===== src/rtl/gcd_job_sched.sv =====
`default_nettype none
// ============================================================================
//  Module      : gcd_job_sched
//  Description : Upstream job scheduler for the gcd engine. Buffers (a, b)
//                operand pairs in a small FIFO, issues them one at a time
//                with a single-cycle start pulse, resolves zero operands
//                locally, aborts a hung engine with a saturating watchdog
//                and holds each result on a valid/ready output register.
//  Revision    : 1.0 - initial release
// ============================================================================
module gcd_job_sched #(
    parameter int WIDTH   = 32,
    parameter int DEPTH   = 4,
    parameter int TIMEOUT = 1024
) (
    input  logic                     clk,
    input  logic                     reset,
    input  logic                     in_valid,
    output logic                     in_ready,
    input  logic [WIDTH-1:0]         in_a,
    input  logic [WIDTH-1:0]         in_b,
    output logic                     eng_start,
    output logic [WIDTH-1:0]         eng_a,
    output logic [WIDTH-1:0]         eng_b,
    input  logic                     eng_done,
    input  logic [WIDTH-1:0]         eng_result,
    output logic                     out_valid,
    input  logic                     out_ready,
    output logic [WIDTH-1:0]         out_result,
    output logic                     out_err,
    output logic [$clog2(DEPTH):0]   fifo_count,
    output logic                     busy
);

    localparam int c_ptr_w = $clog2(DEPTH);
    localparam int c_wd_w  = $clog2(TIMEOUT);

    localparam logic [c_ptr_w-1:0] c_ptr_one   = 1;
    localparam logic [c_ptr_w:0]   c_cnt_one   = 1;
    localparam logic [c_ptr_w:0]   c_depth_cnt = DEPTH;
    localparam logic [c_wd_w-1:0]  c_wd_one    = 1;
    localparam logic [c_wd_w-1:0]  c_wd_last   = TIMEOUT - 1;
    localparam logic [c_wd_w-1:0]  c_wd_max    = '1;

    localparam logic [1:0] c_st_idle   = 2'd0;
    localparam logic [1:0] c_st_launch = 2'd1;
    localparam logic [1:0] c_st_wait   = 2'd2;

    logic [WIDTH-1:0]   r_mem_a [DEPTH];
    logic [WIDTH-1:0]   r_mem_b [DEPTH];
    logic [c_ptr_w-1:0] r_wr_ptr;
    logic [c_ptr_w-1:0] r_rd_ptr;
    logic [c_ptr_w:0]   r_count;

    logic [1:0]         r_state;
    logic [c_wd_w-1:0]  r_wdog;
    logic               r_done_q;
    logic [WIDTH-1:0]   r_eng_a;
    logic [WIDTH-1:0]   r_eng_b;
    logic               r_out_valid;
    logic [WIDTH-1:0]   r_out_result;
    logic               r_out_err;

    logic               w_push;
    logic               w_pop;
    logic               w_out_free;
    logic [WIDTH-1:0]   w_head_a;
    logic [WIDTH-1:0]   w_head_b;
    logic               w_a_zero;
    logic               w_b_zero;
    logic               w_done_edge;

    // No bypass: a full FIFO refuses input even while it is being popped.
    assign in_ready    = (r_count < c_depth_cnt);
    assign w_push      = in_valid && in_ready;
    // The output slot is free if empty or being drained this very cycle.
    assign w_out_free  = !r_out_valid || out_ready;
    assign w_pop       = (r_state == c_st_idle) && (r_count != '0) && w_out_free;
    assign w_head_a    = r_mem_a[r_rd_ptr];
    assign w_head_b    = r_mem_b[r_rd_ptr];
    assign w_a_zero    = (w_head_a == '0);
    assign w_b_zero    = (w_head_b == '0);
    // Only a rising done counts, so a level left high by the last job is ignored.
    assign w_done_edge = eng_done && !r_done_q;

    assign eng_start  = (r_state == c_st_launch);
    assign eng_a      = r_eng_a;
    assign eng_b      = r_eng_b;
    assign out_valid  = r_out_valid;
    assign out_result = r_out_result;
    assign out_err    = r_out_err;
    assign fifo_count = r_count;
    assign busy       = (r_state != c_st_idle) || (r_count != '0) || r_out_valid;

    // FIFO storage write; contents need no reset since occupancy gates reads.
    always_ff @(posedge clk) begin
        if (w_push) begin
            r_mem_a[r_wr_ptr] <= in_a;
            r_mem_b[r_wr_ptr] <= in_b;
        end
    end

    // FIFO pointers and occupancy; pointers wrap naturally at DEPTH.
    always_ff @(posedge clk) begin
        if (reset) begin
            r_wr_ptr <= '0;
            r_rd_ptr <= '0;
            r_count  <= '0;
        end else begin
            if (w_push) r_wr_ptr <= r_wr_ptr + c_ptr_one;
            if (w_pop)  r_rd_ptr <= r_rd_ptr + c_ptr_one;
            case ({w_push, w_pop})
                2'b10:   r_count <= r_count + c_cnt_one;
                2'b01:   r_count <= r_count - c_cnt_one;
                default: r_count <= r_count;
            endcase
        end
    end

    // Previous-cycle copy of eng_done for edge qualification.
    always_ff @(posedge clk) begin
        if (reset) r_done_q <= 1'b0;
        else       r_done_q <= eng_done;
    end

    // Job FSM, watchdog and result register.
    always_ff @(posedge clk) begin
        if (reset) begin
            r_state      <= c_st_idle;
            r_wdog       <= '0;
            r_eng_a      <= '0;
            r_eng_b      <= '0;
            r_out_valid  <= 1'b0;
            r_out_result <= '0;
            r_out_err    <= 1'b0;
        end else begin
            // Consumption first; a new result written below takes priority.
            if (r_out_valid && out_ready) r_out_valid <= 1'b0;

            case (r_state)
                c_st_idle: begin
                    if (w_pop) begin
                        if (w_a_zero && w_b_zero) begin
                            r_out_result <= '0;
                            r_out_err    <= 1'b1;
                            r_out_valid  <= 1'b1;
                        end else if (w_a_zero || w_b_zero) begin
                            // gcd(x, 0) = x, and the zero side contributes nothing to the OR.
                            r_out_result <= w_head_a | w_head_b;
                            r_out_err    <= 1'b0;
                            r_out_valid  <= 1'b1;
                        end else begin
                            r_eng_a <= w_head_a;
                            r_eng_b <= w_head_b;
                            r_state <= c_st_launch;
                        end
                    end
                end
                c_st_launch: begin
                    r_wdog  <= '0;
                    r_state <= c_st_wait;
                end
                c_st_wait: begin
                    if (r_wdog != c_wd_max) r_wdog <= r_wdog + c_wd_one;
                    if (w_done_edge) begin
                        r_out_result <= eng_result;
                        r_out_err    <= 1'b0;
                        r_out_valid  <= 1'b1;
                        r_state      <= c_st_idle;
                    end else if (r_wdog == c_wd_last) begin
                        r_out_result <= '0;
                        r_out_err    <= 1'b1;
                        r_out_valid  <= 1'b1;
                        r_state      <= c_st_idle;
                    end
                end
                default: r_state <= c_st_idle;
            endcase
        end
    end

endmodule
`default_nettype wire


===== config.mk =====
export PLATFORM = sky130hd
export DESIGN_NAME = gcd_job_sched
export DESIGN_NICKNAME = d
export VERILOG_FILES = /design/src/rtl/gcd_job_sched.sv
export SDC_FILE = /design/constraint.sdc
export NUM_CORES = 1
export LEC_CHECK = 0
export CAP_MARGIN = 20
export CORE_ASPECT_RATIO = 0.8
export CORE_UTILIZATION = 40
export CTS_BUF_LIST = sky130_fd_sc_hd__clkbuf_2 sky130_fd_sc_hd__clkbuf_4 sky130_fd_sc_hd__clkbuf_8
export DETAILED_ROUTE_END_ITERATION = 12
export GPL_ROUTABILITY_DRIVEN = 0
export SYNTH_ARGS = -nofsm -noshare
export SYNTH_HDL_FRONTEND = slang
export SYNTH_SLANG_ARGS = --single-unit

===== constraint.sdc =====
create_clock -name clk -period 3 [get_ports clk]
set_input_delay 0.75 -clock clk [delete_from_list [all_inputs] [get_ports clk]]
set_output_delay 0.75 -clock clk [all_outputs]
set_load 0.01 [all_outputs]

; Word level (Yosys, flattened, before mapping)
; Memories as Yosys holds them, arrays and structs flattened. A register that Yosys moved wholly into a read port is not among the register bits.
; Index checks and enable logic that the tools add are counted.
[totals]
reg_bits = 118
mem_bits_rw = 256
wordCells = 92
n_memories = 2
[classes]
n_addsub = 5
n_lt_le_gt_ge = 1
n_eq_ne = 12
muxes = 34
n_bitwise = 3
reduce_logical = 24
[memory_table]
columns = name, depth, word_bits, rd, rd_ports_with_merged_regs, write_ports, line
row1 = r_mem_a, 4, 32, 1, 1, 1, 49  ; logic [WIDTH-1:0] r_mem_a [DEPTH];
row2 = r_mem_b, 4, 32, 1, 1, 1, 50  ; logic [WIDTH-1:0] r_mem_b [DEPTH];
[op_table]
columns = operator, count
row1 = 2-to-1 mux 32 bit, 5
row2 = logical NOT 32 bit, 2
row3 = case mux 32 bit (2 select lines), 1
row4 = bitwise OR 32 bit, 1
row5 = case mux 10 bit (2 select lines), 1
row6 = 2-to-1 mux 2 bit, 9
row7 = 2-to-1 mux 1 bit, 13
row8 = AND reduction 4 bit, 3
row9 = "adder 10 x 1 -> 10 bit, second input constant", 1
row10 = "== test 10 bit, second input constant", 1
row11 = 2-to-1 mux 10 bit, 1
row12 = "!= test 10 bit, second input constant", 1
row13 = "!= test 2 bit, second input constant", 4
row14 = nonzero test 2 bit, 4
row15 = logical AND 1 bit, 6
row16 = case mux 2 bit (3 select lines), 1
row17 = case mux 3 bit (2 select lines), 1
row18 = "adder 2 x 1 -> 2 bit, second input constant", 2
row19 = "== test 2 x 1 -> 1 bit, second input constant", 2
row20 = "== test 2 bit, second input constant", 2
row21 = logical OR 1 bit, 4
row22 = case mux 1 bit (2 select lines), 2
row23 = "adder 3 x 1 -> 3 bit, second input constant", 1
row24 = "less-than comparator 3 bit, second input constant", 1
row25 = 8 further kinds, 10

; Longest topological paths before layout
; Gate-level depths: netlist (run 1).
[depth]
depth_word = 6
mapped_depth = 11
ltp_nobuf = 9

; Least setup slack after synthesis (run 1)
; Ideal clock, no wire load.
[synth_timing]
kind = input to register
from = input port in_valid
to = memory r_mem_a[1][0] (enable)
arrival_time_ns = 2.633
t_required_ns = 2.571
path_slack_ns = -0.062
cell_stages = 3
n_path_buf = 1
cell_sequence = nor2b_1 -> clkbuf_1 -> and2_1
[synth_via]
elab_chain_cells = 3
[synth_rtl]
columns = element, line
row1 = "start, declared", 18  ; input logic in_valid,
row2 = logical AND 1 bit, 75  ; assign w_push = in_valid && in_ready;
row3 = 2-to-1 mux 1 bit, 97  ; if (w_push) begin
row4 = 2-to-1 mux 1 bit (implied by the code), 98  ; r_mem_a[r_wr_ptr] <= in_a;
row5 = "end, declared", 49
; No other way between the ends.

==> flow_summary_export.csv, run 1 <==
group,metric,value,unit
status,status,"complete, no violations",
timing,hold_viol,0,
synth,synth_edf_count,256,
synth,netlist_area,14500,µm²
synth,synth_seq_cells,376,
die,die_y,172,µm
synth,syn-num-nets,1061,
setup_path,startpoint_type,"flop",
synth,synth.avg_cell_area,15.2,µm²
timing,timing.final.crit_share,0.968,
global_routing,antenna_found_initial,5,
worst_hold_path,whs_path_depth,2,
timing,fin_ws,0.0954,ns
timing,rsz0062_at_grt,"true",
drt,avgViaCountPerCell,5.26,
setup_path,cp_max_fo,13,
clocking,cts_tree,"done",
timing,hold_slack,0.464,ns
synth,yosys-top-cells-area,"edfxtp_1 (53%), dfxtp_1 (17%), mux4_2 (10%)",
setup_path,required,3.51,ns
synth,synth_top_area_frac,0.532,
placement,dp_cells,1633,
drt,post_drt_wl_per_cell,22.7,µm
clocking,cts-buffers-inserted,58,
drt,dr.pass1.iters,5,
die,die_w,215,µm
synth,ys_warn_count,0,
drt,final_antenna_net_count,0,
timing,setup_viol,0,
die,start_util,0.411,
setup_path,crit_path_max_incr_delay,0.57,ns
synth,synth.distinct_cells,39,
setup_path,cp-end-kind,"flop",
clocking,clockBufferDepth,3,
synth,seq_area_frac_synth,0.698,
drt,routed_wirelength,40000,µm
layout,nNetsFinal,1343,
power,p_leak,6.40,nW
global_routing,grt_pass1_vias,9163,
layout,drive_above_1_share,0.195,
clocking,cts.sinks,376,
drt,num_vias,9239,
drt,drtIter0Drc,696,
clocking,cts_root_buffer,"clkbuf_8",
job,maxCapViolations,0,
synth,async_flop_share,0,
setup_path,critPathKind,"flop to flop",
setup_path,cp_slowest_cell,"mux4_2",
clocking,htreeDepth,2,
worst_hold_path,hold_path_class,"flop to flop",
placement,post-place-ws,-0.190,ns
setup_path,worst_ep_arrival_time,3.41,ns
die,ioPinCount,205,
power,p_per_area,918,nW/µm²
clocking,clock_latency,0.61,ns
layout,area_delta_synth_final,30.7,%
placement,dp_hpwl,27800,µm
timing,finClkSkew,0.0172,ns
global_routing,grt_remaining_overflow,0,
layout,fin_cells,1758,
timing,tightestPinTransition,0.776,ns
global_routing,grt_usage,0.215,
global_routing,grt_max_degree,42,
power,ir_worst_vdd,0.477,mV
drt,route.detailed.drc,0,
placement,portBuffers,204,
setup_path,r2r_cells,10,
synth,syn-instance-count,953,
setup_path,worstPathCellList,"buf_16 -> mux4_2 -> nor4_4 -> buf_4 -> nand4_1 -> nor2_4 -> o21a_1 -> buf_6 -> nor3_1 -> a311oi_1",
die,fp.dieArea,36900,µm²
timing,finalSetupTns,0,ns
timing,slew_viol_final,0,
power,finalPower,17.4,mW
die,row_count,61,
timing,max_freq,344,MHz
die,core_area,35200,µm²
timing,fin_crit,2.90,ns
global_routing,grt_first_pass_wirelength,58100,µm
clocking,clk_pin_slew,0.06,ns
synth,synth_top_flop_cell,"edfxtp_1",
timing,maxSlewHeadroom,0.480,
synth,yosysTopAreaCell,"edfxtp_1",
==> synth_stat cells (5+ instances only) <==
| library cell | n |
|---|---|
| o21ai_0 | 68 |
| mux4_2 | 64 |
| xor2_1 | 5 |
| edfxtp_1 | 256 |
| nand2_1 | 42 |
| and2_1 | 5 |
| dfxtp_1 | 120 |
| inv_1 | 8 |
| a21oi_1 | 45 |
| nor3_1 | 7 |
| clkbuf_1 | 29 |
| nand2b_1 | 33 |
| ha_1 | 6 |
| nor4_1 | 17 |
| buf_2 | 8 |
| nor2_1 | 87 |
| buf_1 | 6 |
| mux2i_1 | 64 |
| buf_6 | 6 |
| o21ai_1 | 33 |
==> cells by family after synthesis <==
kind of cell | after synthesis | share of synthesized area
compound gates | 154 | 0.0545
xor+xnor | 7 | 0.00424
fa+ha+maj | 7 | 0.00657
buf+inv | 64 | 0.0215
flops | 376 | 0.698
mux | 128 | 0.144
simple gates | 217 | 0.0715
==> cell type report <==
type	count	area, µm²
diodes	2	5.00
clock buffers	79	962
clock inverters	30	183
fillers	2899	16300
inverters	8	30.0
multi-input cells	513	4140
flip-flops and latches	376	10100
well taps	472	591
repair buffers	278	2900
==> stage by stage <==
| stage | area (µm²) | utilization |
|---|---|---|
| global placement | 17500 | 0.499 |
| finish | 18900 | 0.537 |
| floorplan | 14500 | - |
| global route | 18900 | 0.537 |
| detailed placement | 17500 | 0.499 |
| CTS | 18700 | 0.532 |
==> metal layers <==
layer	up-vias	track usage	wire (µm)
li1	4194	-	-
met5	-	0	39
met1	4643	0.291	17700
met2	337	0.335	18200
met3	59	0.0619	3100
met4	6	0.0686	894
==> worst paths after layout <==
check / from / end / slack (ns)
hold reg to reg: out_result[24] / out_result[24] / 0.46
setup reg to reg: flop / out_result[31] / 0.1
setup / recovery: flop / out_result[31] / 0.1
hold / removal: out_result[24] / out_result[24] / 0.46
==> flip-flops by register name (all words and copies together) (netlist names), named ones only <==
name        count
eng_b          32
eng_a          32
r_wr_ptr        2
r_wdog         10
out_valid       1
out_err         1
r_done_q        1
r_mem_b       128
r_mem_a       128
out_result     32
fifo_count      3
r_rd_ptr        2
r_state         2
==> what timing repair did <==
item	in CTS	in global routing
gates cloned	0	1
endpoints found under the setup margin	99	98
setup buffers	0	13
gates resized for setup	3	11
hold endpoints to repair	0	0
pin swaps	0	4
hold buffers	0	0
==> worst max-delay path, delay by kind of cell, from the launching register on <==
| family | cells | cell delay [ns] |
|---|---|---|
| AOI/OAI and AO/OA | 2 | 0.41 |
| DFF | 1 | 0.43 |
| buffers and inverters | 3 | 0.50 |
| muxes | 1 | 0.57 |
| and+or+nand+nor | 4 | 0.86 |
==> cells in the final DEF, fill, tap and decap left out, types with 2 or more instances in the layout <==
cell type,instances
edfxtp_1,256
clkdlybuf4s50_1,203
dfxtp_1,118
nor2_1,86
o21ai_0,67
mux4_2,64
mux2i_1,64
clkbuf_8,59
buf_4,50
a21oi_1,44
nand2_1,42
o21ai_1,34
nand2b_1,33
buf_12,21
clkbuf_4,20
clkinv_1,16
clkinv_2,11
nor4_1,10
inv_1,8
nor3_1,7
nor4_2,6
ha_1,6
xor2_1,5
and2_2,4
a31oi_1,4
nand3_1,4
nand3b_1,4
nand4_1,4
and3_1,4
nor2b_1,3
diode_2,2
and4_1,2
nor2_4,2
xnor2_1,2
bufinv_16,2
buf_6,2
==> power by group <==
group	total, mW	internal (mW)	leakage [nW]	switching (mW)
clock	4.21	2.25	0.613	1.95
combinational	6.09	2.98	2.46	3.11
sequential	7.07	6.51	3.33	0.554
Note: power is estimated with default switching activity, not from simulation.
==> run 2, diff against run 1 <==
--- a/config.mk
+++ b/config.mk
@@ -7,10 +7,11 @@
 export LEC_CHECK = 0
 export CAP_MARGIN = 20
 export CORE_ASPECT_RATIO = 0.8
-export CORE_UTILIZATION = 40
+export CORE_UTILIZATION = 55
 export CTS_BUF_LIST = sky130_fd_sc_hd__clkbuf_2 sky130_fd_sc_hd__clkbuf_4 sky130_fd_sc_hd__clkbuf_8
 export DETAILED_ROUTE_END_ITERATION = 12
 export GPL_ROUTABILITY_DRIVEN = 0
+export PLACE_DENSITY = 0.8
 export SYNTH_ARGS = -nofsm -noshare
 export SYNTH_HDL_FRONTEND = slang
 export SYNTH_SLANG_ARGS = --single-unit
==> constraint.sdc (replaced) <==
create_clock -name clk -period 2.8 [get_ports clk]
set_input_delay 0.7 -clock clk [delete_from_list [all_inputs] [get_ports clk]]
set_output_delay 0.7 -clock clk [all_outputs]
set_load 0.01 [all_outputs]
==> run 2 against run 1 <==
  * Global-route usage grew 6.2 points
  * Register-to-register slack lost 0.08 ns
  * Die area shrank 27%
  * Combinational power grew 12%
  * Largest cell class unchanged
  * Sequential power grew 5.9%
  * Final cell count shrank 6.3%
==> flow_summary_export.csv, run 2 (synthesized netlist as in run 1, its figures left out) <==
group,metric,value,unit
status,status,"complete, no violations",
die,row_count,52,
worst_hold_path,hold_start,"out_result[6]",
power,clkPwrFrac,0.229,
global_routing,grt_max_degree,54,
global_routing,antenna_found_initial,0,
drt,route.detailed.drc,0,
power,intPower,12.6,mW
layout,final_common_cell,"edfxtp_1",
worst_hold_path,hold_path_class,"flop to flop",
timing,setup_viol,0,
setup_path,cp_max_fo,38,
die,start_util,0.566,
timing,timing.final.crit_share,0.995,
drt,drtIter0Drc,859,
layout,mostFrequentLayoutCells,"edfxtp_1 (256), clkdlybuf4s50_1 (203), dfxtp_1 (118), nor2_1 (86), buf_4 (77)",
layout,drive_above_1_share,0.213,
setup_path,crit_top_cell,"buf_12",
placement,dp_hpwl,26200,µm
die,ioPinCount,205,
layout,top_regs,"r_mem_a: 128 flops, r_mem_b: 128 flops",
worst_hold_path,whs_path_depth,2,
timing,rsz0062_at_grt,"true",
timing,max_freq,359,MHz
setup_path,path_buf_inv,2,
die,die_y,147,µm
placement,post-place-ws,-0.212,ns
die,core_area,25600,µm²
setup_path,cp_top_family,"simple AND/OR/NAND/NOR gates",
timing,finClkSkew,0.0220,ns
die,fp.dieArea,27000,µm²
setup_path,critPathKind,"flop to flop",
clocking,clock_latency,0.58,ns
die,die_w,183,µm
timing,slew_viol_final,0,
layout,final_util,0.737,
drt,post_drt_wl_per_cell,22.7,µm
timing,fin_crit,2.79,ns
setup_path,startpoint_type,"flop",
setup_path,rrSetupSlack,0.01,ns
global_routing,grt_pass1_vias,9224,
setup_path,cp-end-kind,"flop",
timing,finalSetupTns,0,ns
power,ir_worst_vdd,0.669,mV
drt,final_antenna_net_count,0,
clocking,clockBufferDepth,3,
clocking,cts_tree,"done",
global_routing,grt_remaining_overflow,0,
power,p_switching,6.00,mW
timing,hold_viol,0,
clocking,htreeDepth,2,
layout,area_delta_synth_final,30.3,%
placement,place_area,17500,µm²
setup_path,required,3.25,ns
layout,nNetsFinal,1361,
clocking,cts-buffers-inserted,53,
layout,final_cell_area,18800,µm²
power,pwr-share-comb,0.368,
timing,hold_slack,0.465,ns
setup_path,worst_ep_arrival_time,3.24,ns
clocking,clk_pin_slew,0.07,ns
clocking,cts_root_buffer,"clkbuf_8",
placement,dp_cells,1532,
setup_path,r2r-end,"eng_b[4]",
power,p_sw_frac,0.323,
job,maxCapViolations,0,
layout,fin_cells,1647,
timing,fin_ws,0.0133,ns
setup_path,cp_slowest_cell,"mux4_2",
layout,diodes,0,
setup_path,r2r_cells,9,
power,p_leak,6.44,nW
drt,dr.pass1.iters,5,
power,finalPower,18.6,mW
drt,num_vias,9446,
global_routing,grt_usage,0.277,
power,p_per_area,985,nW/µm²
layout,fill_cells,1569,
drt,avgViaCountPerCell,5.74,
power,seq_power_share,0.403,
placement,portBuffers,204,
drt,routed_wirelength,37400,µm
worst_hold_path,min_to,"out_result[6]",
clocking,cts.sinks,376,
setup_path,crit_path_max_incr_delay,0.56,ns
timing,maxSlewHeadroom,0.599,
global_routing,grt_first_pass_wirelength,55100,µm
setup_path,worstPathCellList,"buf_12 -> mux4_2 -> nor4_1 -> nand4_1 -> nor2_4 -> nor3b_2 -> buf_12 -> mux2i_2 -> nor2_1",
timing,tightestPinTransition,0.598,ns
-- run 2: how the worst max path moves through the flow --
stage | slack [ns] | endpoint | depth (start not counted)
after global routing | -0.05 | eng_b[4] | 10
after floorplan | 0.26 | eng_a[0] | 11
after detailed placement | -0.21 | out_result[27] | 9
final | 0.01 | eng_b[4] | 9
after CTS | 0.002 | eng_b[4] | 10
after global placement | -0.12 | out_result[27] | 9
-- run 2: area by class of cell --
| cell class | instances | area, µm² | area share |
|---|---|---|---|
| flip-flops and latches | 376 | 10100 | 0.536 |
| multi-input cells | 513 | 4200 | 0.223 |
| well taps | 351 | 439 | 0.0233 |
| clock inverters | 22 | 101 | 0.00538 |
| repair buffers | 301 | 3000 | 0.159 |
| inverters | 8 | 30.0 | 0.00159 |
| clock buffers | 76 | 977 | 0.0519 |
-- run 2: per-layer routing --
metal  up-vias  wire [µm]  track usage
met2       513      17500        0.426
met3        75       3390       0.0568
met5         -          0            0
met1      4644      15200        0.391
li1       4214          -            -
met4         0       1340        0.110
-- run 2: power by group through the flow --
stage | clock network, mW | logic [mW] | registers [mW]
after floorplan | 0 | 3.19 | 7.66
after global placement | 0 | 6.42 | 7.56
after detailed placement | 0 | 6.53 | 7.59
after CTS | 4.31 | 6.67 | 7.48
after global routing | 4.54 | 7.17 | 7.57
final | 4.26 | 6.83 | 7.49
-- run 2: timing repair --
| item | 4_1_cts | 5_1_grt |
|---|---|---|
| setup buffers | 4 | 12 |
| hold buffers | 0 | 0 |
| resized for setup | 14 | 11 |
| cloned | 0 | 1 |
| pin swaps | 2 | 4 |
| endpoints found under the setup margin | 98 | 98 |
-- run 2: tightest hold or removal path: stages, from the launching register on --
cell      delay [ns]
dfxtp_1         0.31
nand2b_1        0.06
o21ai_1         0.05
